**config.mk**
```make
export PLATFORM = sky130hd
export DESIGN_NAME = i2c_scl_generator_flat
export DESIGN_NICKNAME = d
export VERILOG_FILES = /design/src/rtl/i2c_scl_generator_if.sv /design/src/rtl/i2c_scl_generator.sv /design/src/flat_wrapper.sv
export SDC_FILE = /design/constraint.sdc
export NUM_CORES = 1
export LEC_CHECK = 0
export BUFFER_PORTS_ARGS = -buffer_cell sky130_fd_sc_hd__buf_2
export CORE_ASPECT_RATIO = 0.8
export CORE_MARGIN = 5
export CORE_UTILIZATION = 55
export CTS_BUF_LIST = sky130_fd_sc_hd__clkbuf_4 sky130_fd_sc_hd__clkbuf_8
export DETAILED_ROUTE_END_ITERATION = 12
export PLACE_DENSITY = 0.85
export SLEW_MARGIN = 10
export SYNTH_ARGS = -nofsm -noshare
export SYNTH_HDL_FRONTEND = slang
export SYNTH_SLANG_ARGS = --single-unit
```
**constraint.sdc**
```tcl
create_clock -name clk_in -period 3.75 [get_ports clk_in]
set_clock_uncertainty 0.1 [all_clocks]
set_input_delay 0.75 -clock clk_in [delete_from_list [all_inputs] [get_ports clk_in]]
set_output_delay 0.75 -clock clk_in [all_outputs]
set_load 0.05 [all_outputs]
```
**src/rtl/i2c_scl_generator_if.sv**
```systemverilog
// i2c_scl_generator_if
// Bundles the bit-engine side configuration, the open-drain pad pair and the
// phase/status outputs of the SCL generator. The generator uses the master
// modport; the bit engine (or a test bench) uses the slave modport.
interface i2c_scl_generator_if #(
  parameter int CNT_WIDTH = 8
);

  logic                 enable;
  logic [CNT_WIDTH-1:0] low_count;
  logic [CNT_WIDTH-1:0] high_count;
  logic                 scl_i;
  logic                 scl_pull_low;
  logic                 fall_tick;
  logic                 mid_low_tick;
  logic                 rise_tick;
  logic                 mid_high_tick;
  logic                 stretching;
  logic                 busy;
  logic                 stretch_timeout;

  modport master (
    input  enable,
    input  low_count,
    input  high_count,
    input  scl_i,
    output scl_pull_low,
    output fall_tick,
    output mid_low_tick,
    output rise_tick,
    output mid_high_tick,
    output stretching,
    output busy,
    output stretch_timeout
  );

  modport slave (
    output enable,
    output low_count,
    output high_count,
    output scl_i,
    input  scl_pull_low,
    input  fall_tick,
    input  mid_low_tick,
    input  rise_tick,
    input  mid_high_tick,
    input  stretching,
    input  busy,
    input  stretch_timeout
  );

endinterface

```
**src/rtl/i2c_scl_generator.sv**
```systemverilog
// i2c_scl_generator
// I2C SCL master clock generator: programmable LOW/HIGH lengths, clock-stretch
// wait, multi-master synchronisation and four phase ticks for the bit engine.
// All outputs are registered.
// Optional feature: define I2C_SCL_TIMEOUT_EN to abort a HIGH_WAIT that lasts
// STRETCH_LIMIT cycles (sticky stretch_timeout, cleared by enable=0).
module i2c_scl_generator #(
  parameter int CNT_WIDTH     = 8,
  parameter int SYNC_STAGES   = 2,
  parameter int MULTI_MASTER  = 1,
  parameter int STRETCH_LIMIT = 4095
) (
  input  logic                   clk_in,
  input  logic                   reset_n,
  i2c_scl_generator_if.master    bus
);

  typedef enum logic [1:0] {
    IDLE      = 2'd0,
    LOW       = 2'd1,
    HIGH_WAIT = 2'd2,
    HIGH      = 2'd3
  } state_t;

  // The state register is the final resolving stage of the pad synchroniser,
  // so SYNC_STAGES-1 dedicated flops give an unstretched HIGH_WAIT dwell of
  // exactly SYNC_STAGES cycles.
  localparam int CHAIN = (SYNC_STAGES > 1) ? SYNC_STAGES - 1 : 1;

  localparam logic [CNT_WIDTH-1:0] ONE      = CNT_WIDTH'(1);
  localparam logic [CNT_WIDTH-1:0] TWO      = CNT_WIDTH'(2);
  localparam logic [CNT_WIDTH-1:0] SYNC_CNT = CNT_WIDTH'(SYNC_STAGES);

  if (SYNC_STAGES < 2 || STRETCH_LIMIT < 1) begin : g_param_check
    $error("i2c_scl_generator: SYNC_STAGES must be >= 2 and STRETCH_LIMIT >= 1");
  end

  state_t               state;
  logic [CNT_WIDTH-1:0] cnt;
  logic [CNT_WIDTH-1:0] cnt_inc;
  logic [CNT_WIDTH-1:0] lo_q;
  logic [CNT_WIDTH-1:0] hi_q;
  logic [CNT_WIDTH-1:0] lo_eff;
  logic [CNT_WIDTH-1:0] hi_eff;
  logic [CHAIN-1:0]     sync_q;
  logic                 scl_s;
  logic                 pull_low_q;
  logic                 fall_q;
  logic                 mid_low_q;
  logic                 rise_q;
  logic                 mid_high_q;
  logic                 stretching_q;
  logic                 busy_q;
  logic                 can_start;
  logic                 stretch_expired;

  assign cnt_inc = cnt + ONE;
  assign lo_eff  = (bus.low_count  < TWO) ? TWO : bus.low_count;
  assign hi_eff  = (bus.high_count < TWO) ? TWO : bus.high_count;
  assign scl_s   = sync_q[CHAIN-1];

  // Bring the asynchronous pad level into clk_in; flops reset high (bus idle).
  always_ff @(posedge clk_in or negedge reset_n) begin
    if (!reset_n) begin
      sync_q <= '1;
    end else begin
      sync_q[0] <= bus.scl_i;
      for (int i = 1; i < CHAIN; i++) begin
        sync_q[i] <= sync_q[i-1];
      end
    end
  end

`ifdef I2C_SCL_TIMEOUT_EN
  localparam int SW = $clog2(STRETCH_LIMIT + 1);

  logic [SW-1:0] stretch_cnt;
  logic          timeout_q;

  // Count consecutive HIGH_WAIT cycles, saturating; cleared outside HIGH_WAIT.
  always_ff @(posedge clk_in or negedge reset_n) begin
    if (!reset_n) begin
      stretch_cnt <= '0;
    end else if (state != HIGH_WAIT) begin
      stretch_cnt <= '0;
    end else if (stretch_cnt != SW'(STRETCH_LIMIT)) begin
      stretch_cnt <= stretch_cnt + SW'(1);
    end
  end

  assign stretch_expired = (state == HIGH_WAIT) && !scl_s &&
                           (stretch_cnt == SW'(STRETCH_LIMIT - 1));

  // Sticky timeout flag; only dropping enable clears it and re-arms start.
  always_ff @(posedge clk_in or negedge reset_n) begin
    if (!reset_n) begin
      timeout_q <= 1'b0;
    end else if (stretch_expired) begin
      timeout_q <= 1'b1;
    end else if (!bus.enable) begin
      timeout_q <= 1'b0;
    end
  end

  assign can_start           = !timeout_q;
  assign bus.stretch_timeout = timeout_q;
`else
  assign stretch_expired     = 1'b0;
  assign can_start           = 1'b1;
  assign bus.stretch_timeout = 1'b0;
`endif

  // SCL phase sequencer with registered pad control, ticks and status.
  always_ff @(posedge clk_in or negedge reset_n) begin
    if (!reset_n) begin
      state        <= IDLE;
      cnt          <= '0;
      lo_q         <= '0;
      hi_q         <= '0;
      pull_low_q   <= 1'b0;
      fall_q       <= 1'b0;
      mid_low_q    <= 1'b0;
      rise_q       <= 1'b0;
      mid_high_q   <= 1'b0;
      stretching_q <= 1'b0;
      busy_q       <= 1'b0;
    end else begin
      fall_q     <= 1'b0;
      mid_low_q  <= 1'b0;
      rise_q     <= 1'b0;
      mid_high_q <= 1'b0;
      case (state)
        IDLE: begin
          pull_low_q   <= 1'b0;
          stretching_q <= 1'b0;
          if (bus.enable && can_start) begin
            state      <= LOW;
            cnt        <= '0;
            lo_q       <= lo_eff;
            hi_q       <= hi_eff;
            pull_low_q <= 1'b1;
            fall_q     <= 1'b1;
            busy_q     <= 1'b1;
          end
        end
        LOW: begin
          if (cnt == lo_q - ONE) begin
            state      <= HIGH_WAIT;
            cnt        <= '0;
            pull_low_q <= 1'b0;
          end else begin
            cnt <= cnt_inc;
            if (cnt_inc == (lo_q >> 1)) begin
              mid_low_q <= 1'b1;
            end
          end
        end
        HIGH_WAIT: begin
          if (scl_s) begin
            state        <= HIGH;
            cnt          <= '0;
            rise_q       <= 1'b1;
            stretching_q <= 1'b0;
          end else if (stretch_expired) begin
            state        <= IDLE;
            cnt          <= '0;
            stretching_q <= 1'b0;
            busy_q       <= 1'b0;
          end else begin
            if (cnt != SYNC_CNT) begin
              cnt <= cnt_inc;
            end
            if (cnt_inc >= SYNC_CNT) begin
              stretching_q <= 1'b1;
            end
          end
        end
        HIGH: begin
          if ((MULTI_MASTER != 0 && !scl_s) ||
              (cnt == hi_q - ONE && bus.enable)) begin
            state      <= LOW;
            cnt        <= '0;
            lo_q       <= lo_eff;
            hi_q       <= hi_eff;
            pull_low_q <= 1'b1;
            fall_q     <= 1'b1;
          end else if (cnt == hi_q - ONE) begin
            state  <= IDLE;
            cnt    <= '0;
            busy_q <= 1'b0;
          end else begin
            cnt <= cnt_inc;
            if (cnt_inc == (hi_q >> 1)) begin
              mid_high_q <= 1'b1;
            end
          end
        end
        default: begin
          state <= IDLE;
        end
      endcase
    end
  end

  assign bus.scl_pull_low  = pull_low_q;
  assign bus.fall_tick     = fall_q;
  assign bus.mid_low_tick  = mid_low_q;
  assign bus.rise_tick     = rise_q;
  assign bus.mid_high_tick = mid_high_q;
  assign bus.stretching    = stretching_q;
  assign bus.busy          = busy_q;

endmodule

```
**src/flat_wrapper.sv**
```systemverilog
// flat-port wrapper written by rule: the top's interface ports become plain ports
module i2c_scl_generator_flat 
#(
  parameter int CNT_WIDTH     = 8,
  parameter int SYNC_STAGES   = 2,
  parameter int MULTI_MASTER  = 1,
  parameter int STRETCH_LIMIT = 4095
)
  (clk_in, reset_n, bus_enable, bus_low_count, bus_high_count, bus_scl_i, bus_scl_pull_low, bus_fall_tick, bus_mid_low_tick, bus_rise_tick, bus_mid_high_tick, bus_stretching, bus_busy, bus_stretch_timeout);
  i2c_scl_generator_if #(.CNT_WIDTH(CNT_WIDTH)) bus_i ();
  input  logic clk_in;
  input  logic reset_n;
  input wire logic [$bits(bus_i.enable)-1:0] bus_enable;
  input wire logic [$bits(bus_i.low_count)-1:0] bus_low_count;
  input wire logic [$bits(bus_i.high_count)-1:0] bus_high_count;
  input wire logic [$bits(bus_i.scl_i)-1:0] bus_scl_i;
  output wire logic [$bits(bus_i.scl_pull_low)-1:0] bus_scl_pull_low;
  output wire logic [$bits(bus_i.fall_tick)-1:0] bus_fall_tick;
  output wire logic [$bits(bus_i.mid_low_tick)-1:0] bus_mid_low_tick;
  output wire logic [$bits(bus_i.rise_tick)-1:0] bus_rise_tick;
  output wire logic [$bits(bus_i.mid_high_tick)-1:0] bus_mid_high_tick;
  output wire logic [$bits(bus_i.stretching)-1:0] bus_stretching;
  output wire logic [$bits(bus_i.busy)-1:0] bus_busy;
  output wire logic [$bits(bus_i.stretch_timeout)-1:0] bus_stretch_timeout;
  assign bus_i.enable = bus_enable;
  assign bus_i.low_count = bus_low_count;
  assign bus_i.high_count = bus_high_count;
  assign bus_i.scl_i = bus_scl_i;
  assign bus_scl_pull_low = bus_i.scl_pull_low;
  assign bus_fall_tick = bus_i.fall_tick;
  assign bus_mid_low_tick = bus_i.mid_low_tick;
  assign bus_rise_tick = bus_i.rise_tick;
  assign bus_mid_high_tick = bus_i.mid_high_tick;
  assign bus_stretching = bus_i.stretching;
  assign bus_busy = bus_i.busy;
  assign bus_stretch_timeout = bus_i.stretch_timeout;
  i2c_scl_generator #(.CNT_WIDTH(CNT_WIDTH), .SYNC_STAGES(SYNC_STAGES), .MULTI_MASTER(MULTI_MASTER), .STRETCH_LIMIT(STRETCH_LIMIT)) u_core (.clk_in(clk_in), .reset_n(reset_n), .bus(bus_i));
endmodule
```
==> results of run 1 <==
-- routing by layer --
layer / wire, um / global-route usage, % / vias up
met4: 42 / 5.02 / 0
li1: - / - / 923
met3: 494 / 6.06 / 5
met1: 2460 / 26.8 / 915
met2: 2290 / 29.0 / 79
met5: 0 / 0 / -
-- logic make-up (layout without fill, tap and decap cells) --
kind of cell	after synthesis	count (layout)	share of synthesized area [%]
adder cells (fa/ha/maj)	9	9	4.72
AO/OA/AOI/OAI	41	41	13.5
multiplexers	20	20	9.19
XOR/XNOR	34	34	12.5
buffers and inverters	27	47	4.83
flip-flops	34	34	35.7
other	1	1	0.157
AND/OR/NAND/NOR	85	85	19.4
-- where the power goes --
part / internal (uW) / switching, uW
Sequential: 505 / 241
Combinational: 486 / 587
Clock: 155 / 131
-- registers in the layout, summed over array words and instances (netlist names) --
| signal | count |
|---|---|
| u_core.bus.busy | 1 |
| u_core.bus.mid_high_tick | 1 |
| u_core.bus.stretching | 1 |
| u_core.hi_q | 8 |
| u_core.bus.fall_tick | 1 |
| u_core.bus.mid_low_tick | 1 |
| u_core.lo_q | 8 |
| u_core.bus.scl_pull_low | 1 |
| u_core.state | 2 |
| u_core.bus.rise_tick | 1 |
| u_core.cnt | 8 |
| u_core.scl_s | 1 |
-- layout make-up --
type,count,area share (%)
sequential,34,32.6
clock buffer,7,3.44
clock inverter,1,0.191
tap,57,2.72
timing repair buffer,27,5.26
inverter,12,1.72
multi-input combinational,190,54.1
-- final timing paths --
path                       slack, ns                                   to  cells past startpoint
setup / recovery                0.69          u_core.state[1]$_DFFE_PN0P_                      9
max in group asynchronous       2.64           u_core.lo_q[7]$_DFFE_PN0P_                      1
setup reg to reg                0.69          u_core.state[1]$_DFFE_PN0P_                      9
hold reg to reg                 0.42  u_core.bus.scl_pull_low$_DFFE_PN0P_                      1
hold / removal                  0.42  u_core.bus.scl_pull_low$_DFFE_PN0P_                      1
min in group asynchronous       0.43            u_core.cnt[0]$_DFFE_PN0P_                      1
-- through the flow --
step | setup WS [ns] | hold WS [ns] | utilization, % | total power (uW) | std cells
final | 0.685 | 0.417 | 62.7 | 2110 | 328
after global routing | 0.460 | 0.433 | 62.7 | 2250 | 328
after CTS | 0.656 | 0.421 | 62.7 | 2100 | 328
after detailed placement | 0.670 | 0.405 | 60.4 | 1810 | 320
after global placement | 0.790 | 0.386 | 60.4 | 1760 | 320
after floorplan | 0.910 | 0.354 | - | 1570 | 251
-- synthesized netlist by cell type, drive strengths merged (3+ instances only) --
cell type,instances,area share [%]
nand2b,4,1.0
ha,9,4.7
xnor2,16,5.9
nor3,5,1.5
dfrtp,33,35
or4,4,1.4
a21oi,6,1.7
xor2,18,6.6
inv,12,1.9
buf,5,1.4
clkbuf,10,1.6
and3,3,0.79
nor2,17,2.7
nor2b,5,1.3
nand2,19,3.0
a211oi,3,1.4
o21ai,11,2.5
nand3,9,1.9
nand4,3,0.79
o211ai,3,0.94
mux2i,5,2.1
mux2,15,7.1
nor4,6,1.6
==> flow_summary.toml, run 1 <==
[cells_and_area]
drive_above_1_share_pct = 19.9
final_cell_mix = "33 x dfrtp_1, 26 x buf_2, 19 x nand2_1"
regArea_um2 = 852
final_cell_area_um2 = 2620
diodes = 0
nets = 299
area_growth_pct = 9.82
layout_commonest_cell = "dfrtp_1"
multi_input_area_um2 = 1420
fillerInstances = 357

[floorplanning]
die_w_um = 83.6
die-area_um2 = 5760
initial_core_util_pct = 57.1
die_height_um = 68.9
io_pins = 28
rows = 21
placeableCoreArea_um2 = 4180

[setup_path]
crit_buf_inv = 1
cp_max_fo = 5
crit_arrival_ns = 3.13
crit_path_start = "u_core.lo_q[1]$_DFFE_PN0P_"
start_kind = "register"
cp-end-kind = "register"
critPathKind = "register to register"
cpLargestDelayFamily = "simple AND/OR/NAND/NOR gates"
crit_required_ns = 3.82
slowest_delay_ns = 0.54
r2r-start = "u_core.lo_q[1]$_DFFE_PN0P_"
cp_cell_sequence = "inv_1 > ha_1 > or3b_1 > o31a_1 > or4_1 > a211oi_2 > o211ai_1 > nor2_1 > mux2_1"
slowest_stage = "or4_1"

[clocking]
htreeDepth = 2
ctsResizeCount = 0
clk_path_buf_depth = 2
cts_tree = "built"
clk_pin_slew_ns = 0.07
cts_hold_buffers = 0
root_buffer = "clkbuf_8"
numCtsBuffers = 5
cts_sinks = 34
post-cts-setup-buffer-count = 0
insertion_delay_ns = 0.29

[pwr]
p_leak_uw = 0.00115
cellPowerDensity_nw_per_um2 = 804
ir_drop_mv = 0.494

[yosys]
ys_ff_latch = 34
synth_flop_cell = "dfrtp_1"
syn_area_per_cell_um2 = 9.50
synth_warnings = 0
syn_inst = 251
synth_area_um2 = 2380
ys_async_sr_fraction_pct = 100
synth.yosys.seq_area_share_pct = 35.7
yosysUniqueCellTypes = 59
synth_fp_nets = 280
synth_edf_count = 0

[global_route]
grt_first_pass_wirelength_mm = 8.56
grt_pass1_vias = 1768
antenna_found_initial = 0
gr-total-overflow = 0
grtUsageTotal_pct = 19.2
grt_max_degree = 35

[timing]
worst_pin_slew_ns = 0.750
period_needed_ns = 3.06
rsz0062_at_grt = "no"
fmax_mhz = 326
finalCritPeriodShare_pct = 81.7
setup_viol = 0
hold_viol = 0
relSlewSlack_pct = 50.0
finalMaxSlewViolations = 0
fin_tns_setup_ns = 0

[min_path]
min-delay-path-class = "register to register"
min-delay-start = "u_core.bus.scl_pull_low$_DFFE_PN0P_"

[place]
post-dp-hpwl_mm = 4.11
portBuffers = 26
gp_congestion = 0.951
dpl_cell_area_um2 = 2520

[routing]
drc_errors = 0
drt-vias-per-instance = 5.86
drt-total-wl_mm = 5.29
firstDrtPassIters = 4
vias = 1922
initialDrtViolationCount = 178
antenna_left = 0
post_drt_wl_per_cell_um = 16.1

[status]
status = "completed"

[job]
maxCapViolCount = 0
No activity file was read; power rests on OpenSTA's default activity.
==> inputs of run 2 (changes only) <==
--- a/config.mk
+++ b/config.mk
@@ -11,7 +11,7 @@
 export CORE_UTILIZATION = 55
 export CTS_BUF_LIST = sky130_fd_sc_hd__clkbuf_4 sky130_fd_sc_hd__clkbuf_8
 export DETAILED_ROUTE_END_ITERATION = 12
-export PLACE_DENSITY = 0.85
+export PLACE_DENSITY = 0.88
 export SLEW_MARGIN = 10
 export SYNTH_ARGS = -nofsm -noshare
 export SYNTH_HDL_FRONTEND = slang
==> constraint.sdc (replaced) <==
create_clock -name clk_in -period 2.8 [get_ports clk_in]
set_clock_uncertainty 0.1 [all_clocks]
set_input_delay 0.56 -clock clk_in [delete_from_list [all_inputs] [get_ports clk_in]]
set_output_delay 0.56 -clock clk_in [all_outputs]
set_load 0.05 [all_outputs]
==> flow_summary.toml, run 2 (synthesis gave the netlist of run 1 again) <==
[floorplanning]
die_height_um = 68.9
die-area_um2 = 5760
rows = 21
initial_core_util_pct = 57.1
io_pins = 28
placeableCoreArea_um2 = 4180
die_w_um = 83.6

[setup_path]
r2r_cells = 9
critPathKind = "register to register"
critPathCapture = "u_core.cnt[1]$_DFFE_PN0P_"
slowest_stage = "or4_4"
crit_buf_inv = 2
cp.depth = 9
cp_cell_sequence = "buf_4 > or4_4 > o221a_2 > a211oi_4 > a211oi_4 > o211ai_1 > buf_4 > nand2_2 > o21ai_1"
crit_path_start = "u_core.lo_q[1]$_DFFE_PN0P_"
worst_r2r_endpoint = "u_core.cnt[1]$_DFFE_PN0P_"
crit_required_ns = 2.92
r2r-start = "u_core.lo_q[1]$_DFFE_PN0P_"
cpLargestDelayFamily = "compound AO/OA/AOI/OAI gates"
crit_arrival_ns = 2.86
cp_max_fo = 7
ff2ff_setup_slack_ns = 0.06
cp-end-kind = "register"
slowest_delay_ns = 0.56
start_kind = "register"

[clocking]
numCtsBuffers = 5
root_buffer = "clkbuf_8"
cts_tree = "built"
cts_hold_buffers = 0
clk_path_buf_depth = 2
cts_sinks = 34
insertion_delay_ns = 0.31
clk_pin_slew_ns = 0.08
htreeDepth = 2

[cells_and_area]
layout_commonest_cell = "dfrtp_1"
fillerInstances = 308
top_regs = "u_core.cnt (8), u_core.hi_q (8), u_core.lo_q (8)"
final_cell_area_um2 = 2880
area_growth_pct = 20.7
final_cells = 351
diodes = 0
final_cell_mix = "33 x dfrtp_1, 26 x buf_2, 23 x buf_4"
nets = 322
drive_above_1_share_pct = 30.3

[timing]
fmax_mhz = 365
layout_setup_ws_ns = 0.0636
hold_viol = 0
period_needed_ns = 2.74
worst_pin_slew_ns = 0.757
finalCritPeriodShare_pct = 97.7
rsz0062_at_grt = "yes"
relSlewSlack_pct = 49.5
setup_viol = 0
fin_hold_ws_ns = 0.219
finalMaxSlewViolations = 0

[global_route]
grtUsageTotal_pct = 21.9
grt_pass1_vias = 1950
grt_max_degree = 35
gr-total-overflow = 0
grt_first_pass_wirelength_mm = 9.76
antenna_found_initial = 0

[pwr]
report.power.total_uw = 3240
p_leak_uw = 0.00127
cellPowerDensity_nw_per_um2 = 1130
ir_drop_mv = 0.644

[min_path]
min-delay-path-class = "input port to asynchronous set/reset pin"

[routing]
initialDrtViolationCount = 207
top_layer = "met4"
drt-vias-per-instance = 5.91
antenna_left = 0
firstDrtPassIters = 4
drt-met1-wl_mm = 2.75
route.met3.wl_um = 533
vias = 2076
post_drt_wl_per_cell_um = 17.4
drc_errors = 0
drt-total-wl_mm = 6.12
dr_wl_met2_mm = 2.74

[place]
dpl_cell_area_um2 = 2680
place_ws_ns = -0.160
portBuffers = 26
place_inst = 339
gp_congestion = 0.950
post-dp-hpwl_mm = 4.49

[status]
status = "completed"

[job]
maxCapViolCount = 0
-- run 2: power by group --
| part | switching [uW] | internal (uW) |
|---|---|---|
| clock | 191 | 208 |
| sequential | 244 | 677 |
| combinational | 1020 | 901 |
| total | 1450 | 1790 |
-- run 2: area by class of cell --
class / instances / area (um^2) / area share [%]
clock buffer: 7 / 90.1 / 3.13
clock inverter: 1 / 5.00 / 0.174
inverter: 12 / 45.0 / 1.57
multi-input combinational: 190 / 1490 / 51.8
sequential: 34 / 852 / 29.6
tap: 57 / 71.3 / 2.48
timing repair buffer: 50 / 323 / 11.2
-- run 2: what timing repair did --
item,CTS,global route
gates resized for setup,10,14
setup buffers,1,3
setup endpoints to repair,10,23
hold endpoints to repair,0,0
pin swaps,5,6
-- run 2: how the worst min path moves through the flow --
stage | end | depth (start not counted) | slack (ns)
after floorplan | u_core.bus.busy$_DFFE_PN0P_ | 0 | 0.16
after global placement | u_core.bus.scl_pull_low$_DFFE_PN0P_ | 1 | 0.40
after detailed placement | u_core.bus.scl_pull_low$_DFFE_PN0P_ | 1 | 0.41
after CTS | u_core.bus.rise_tick$_DFF_PN0_ | 1 | 0.25
after global routing | u_core.scl_s$_DFF_PN1_ | 1 | 0.24
final | u_core.state[0]$_DFFE_PN0P_ | 1 | 0.22
-- run 2: routing by layer --
layer,vias up,track usage [%]
li1,969,-
met1,1003,29.4
met2,92,34.8
met3,12,5.34
met4,0,8.43
met5,-,0
-- run 2: stage by stage --
stage / TNS (ns) / utilization (%)
global placement: -0.0176 / 64.1
floorplan: 0 / -
CTS: 0 / 67.4
finish: 0 / 68.9
global route: -0.397 / 68.9
detailed placement: -1.01 / 64.1
==> inputs of run 3 (changes only) <==
--- a/config.mk
+++ b/config.mk
@@ -8,10 +8,9 @@
 export BUFFER_PORTS_ARGS = -buffer_cell sky130_fd_sc_hd__buf_2
 export CORE_ASPECT_RATIO = 0.8
 export CORE_MARGIN = 5
-export CORE_UTILIZATION = 55
-export CTS_BUF_LIST = sky130_fd_sc_hd__clkbuf_4 sky130_fd_sc_hd__clkbuf_8
+export CORE_UTILIZATION = 53
 export DETAILED_ROUTE_END_ITERATION = 12
-export PLACE_DENSITY = 0.88
+export PLACE_DENSITY = 0.85
 export SLEW_MARGIN = 10
 export SYNTH_ARGS = -nofsm -noshare
 export SYNTH_HDL_FRONTEND = slang
==> flow_summary.toml, run 3 (synthesis gave the netlist of run 1 again) <==
[routing]
drt-total-wl_mm = 5.88
antenna_left = 0
firstDrtPassIters = 4
route.met3.wl_um = 517
dr_wl_met2_mm = 2.66
drc_errors = 0
post_drt_wl_per_cell_um = 16.6
initialDrtViolationCount = 192
vias = 2049
drt-vias-per-instance = 5.79
top_layer = "met4"
drt-met1-wl_mm = 2.65

[timing]
fin_tns_setup_ns = 0
fmax_mhz = 363
period_needed_ns = 2.76
fin_hold_ws_ns = 0.251
finalCritPeriodShare_pct = 98.5
worst_pin_slew_ns = 0.776
layout_setup_ws_ns = 0.0415
hold_viol = 0
rsz0062_at_grt = "yes"
relSlewSlack_pct = 48.2
setup_viol = 0
finalMaxSlewViolations = 0

[cells_and_area]
area_growth_pct = 20.6
regArea_um2 = 852
diodes = 0
nets = 325
fillerInstances = 373
top_regs = "u_core.cnt (8), u_core.hi_q (8), u_core.lo_q (8)"
layout_commonest_cell = "dfrtp_1"
final_cell_area_um2 = 2870
drive_above_1_share_pct = 30.6
final_cell_mix = "33 x dfrtp_1, 26 x buf_2, 26 x buf_4"
multi_input_area_um2 = 1470

[status]
status = "completed"

[pwr]
internal_power_uw = 1810
netSwitchingPower_uw = 1400
p_leak_uw = 0.00128
cellPowerDensity_nw_per_um2 = 1110
combPwrFrac_pct = 59.9
ir_drop_mv = 0.670
report.power.total_uw = 3200
clkPwrFrac_pct = 11.7
netSwitchingFraction_pct = 43.7
pwr-share-seq_pct = 28.4

[setup_path]
critPathKind = "register to register"
slowest_stage = "or4_4"
crit_path_start = "u_core.lo_q[0]$_DFFE_PN0P_"
cp-end-kind = "register"
start_kind = "register"
slowest_delay_ns = 0.43
r2r-start = "u_core.lo_q[0]$_DFFE_PN0P_"
crit_required_ns = 2.87
cp_cell_sequence = "inv_2 > ha_4 > or3b_4 > o31a_1 > or4_4 > a211oi_4 > o211ai_1 > nor2_1 > mux2_4"
cp_max_fo = 3
crit_arrival_ns = 2.83

[floorplanning]
placeableCoreArea_um2 = 4260
initial_core_util_pct = 56.0
die_w_um = 85.0
die-area_um2 = 5950
die_height_um = 70.0
rows = 21
io_pins = 28

[place]
gp_congestion = 0.947
portBuffers = 26
place_ws_ns = -0.101
post-dp-hpwl_mm = 4.31
dpl_cell_area_um2 = 2680

[clocking]
cts_sinks = 34
numCtsBuffers = 5
cts_tree = "built"
insertion_delay_ns = 0.29
clk_pin_slew_ns = 0.07
clk_path_buf_depth = 2
root_buffer = "clkbuf_8"
htreeDepth = 2

[global_route]
antenna_found_initial = 0
grt_pass1_vias = 2028
grt_max_degree = 35
gr-total-overflow = 0
grt_first_pass_wirelength_mm = 9.78
grtUsageTotal_pct = 20.3

[job]
maxCapViolCount = 0

[min_path]
min-delay-path-class = "input port to asynchronous set/reset pin"
-- run 3: worst max-delay path: cells and delay by family, from the launching register on --
kind | cells | cell delay [ns]
DFF | 1 | 0.39
AOI/OAI and AO/OA | 3 | 0.62
adders and majority gates | 1 | 0.13
and+or+nand+nor | 3 | 1.00
muxes | 1 | 0.31
buffers and inverters | 1 | 0.09
-- run 3: power groups by stage --
stage | registers (uW) | logic [uW] | clock network (uW)
floorplan | 951 | 1150 | 0
global placement | 900 | 1660 | 0
detailed placement | 913 | 1720 | 0
CTS | 906 | 1780 | 383
global route | 932 | 2080 | 408
finish | 910 | 1920 | 376
-- run 3: final timing paths --
kind	endpoint	slack (ns)	cells past startpoint
worst max register to register	u_core.state[1]$_DFFE_PN0P_	0.04	9
max in group asynchronous	u_core.lo_q[7]$_DFFE_PN0P_	1.86	1
worst max-delay path	u_core.state[1]$_DFFE_PN0P_	0.04	9
min in group clk_in	u_core.scl_s$_DFF_PN1_	0.27	1
worst min register to register	u_core.bus.scl_pull_low$_DFFE_PN0P_	0.41	1
worst min-delay path	u_core.cnt[1]$_DFFE_PN0P_	0.25	1
-- run 3: area by class of cell --
class,count,share of cell area (%)
Inverter,12,1.57
Timing Repair Buffer,53,12.0
Clock buffer,8,3.13
Multi-Input combinational cell,190,51.2
Tap cell,57,2.48
Sequential cell,34,29.6
-- run 3: metrics by stage --
step | std cells | utilization (%)
floorplan | 251 | -
global placement | 339 | 62.9
detailed placement | 339 | 62.9
CTS | 351 | 66.1
global route | 354 | 67.5
finish | 354 | 67.5
-- run 3: what timing repair did --
item,in CTS,in global routing
hold buffers,0,0
setup endpoints to repair,22,22
pin swaps,8,5
setup buffers,4,3
gates resized for setup,5,17
-- run 3: layer usage --
| metal | up-vias | global-route usage [%] |
|---|---|---|
| li1 | 973 | - |
| met1 | 987 | 28.1 |
| met2 | 79 | 30.9 |
| met3 | 10 | 6.93 |
| met4 | 0 | 4.04 |
| met5 | - | 0 |
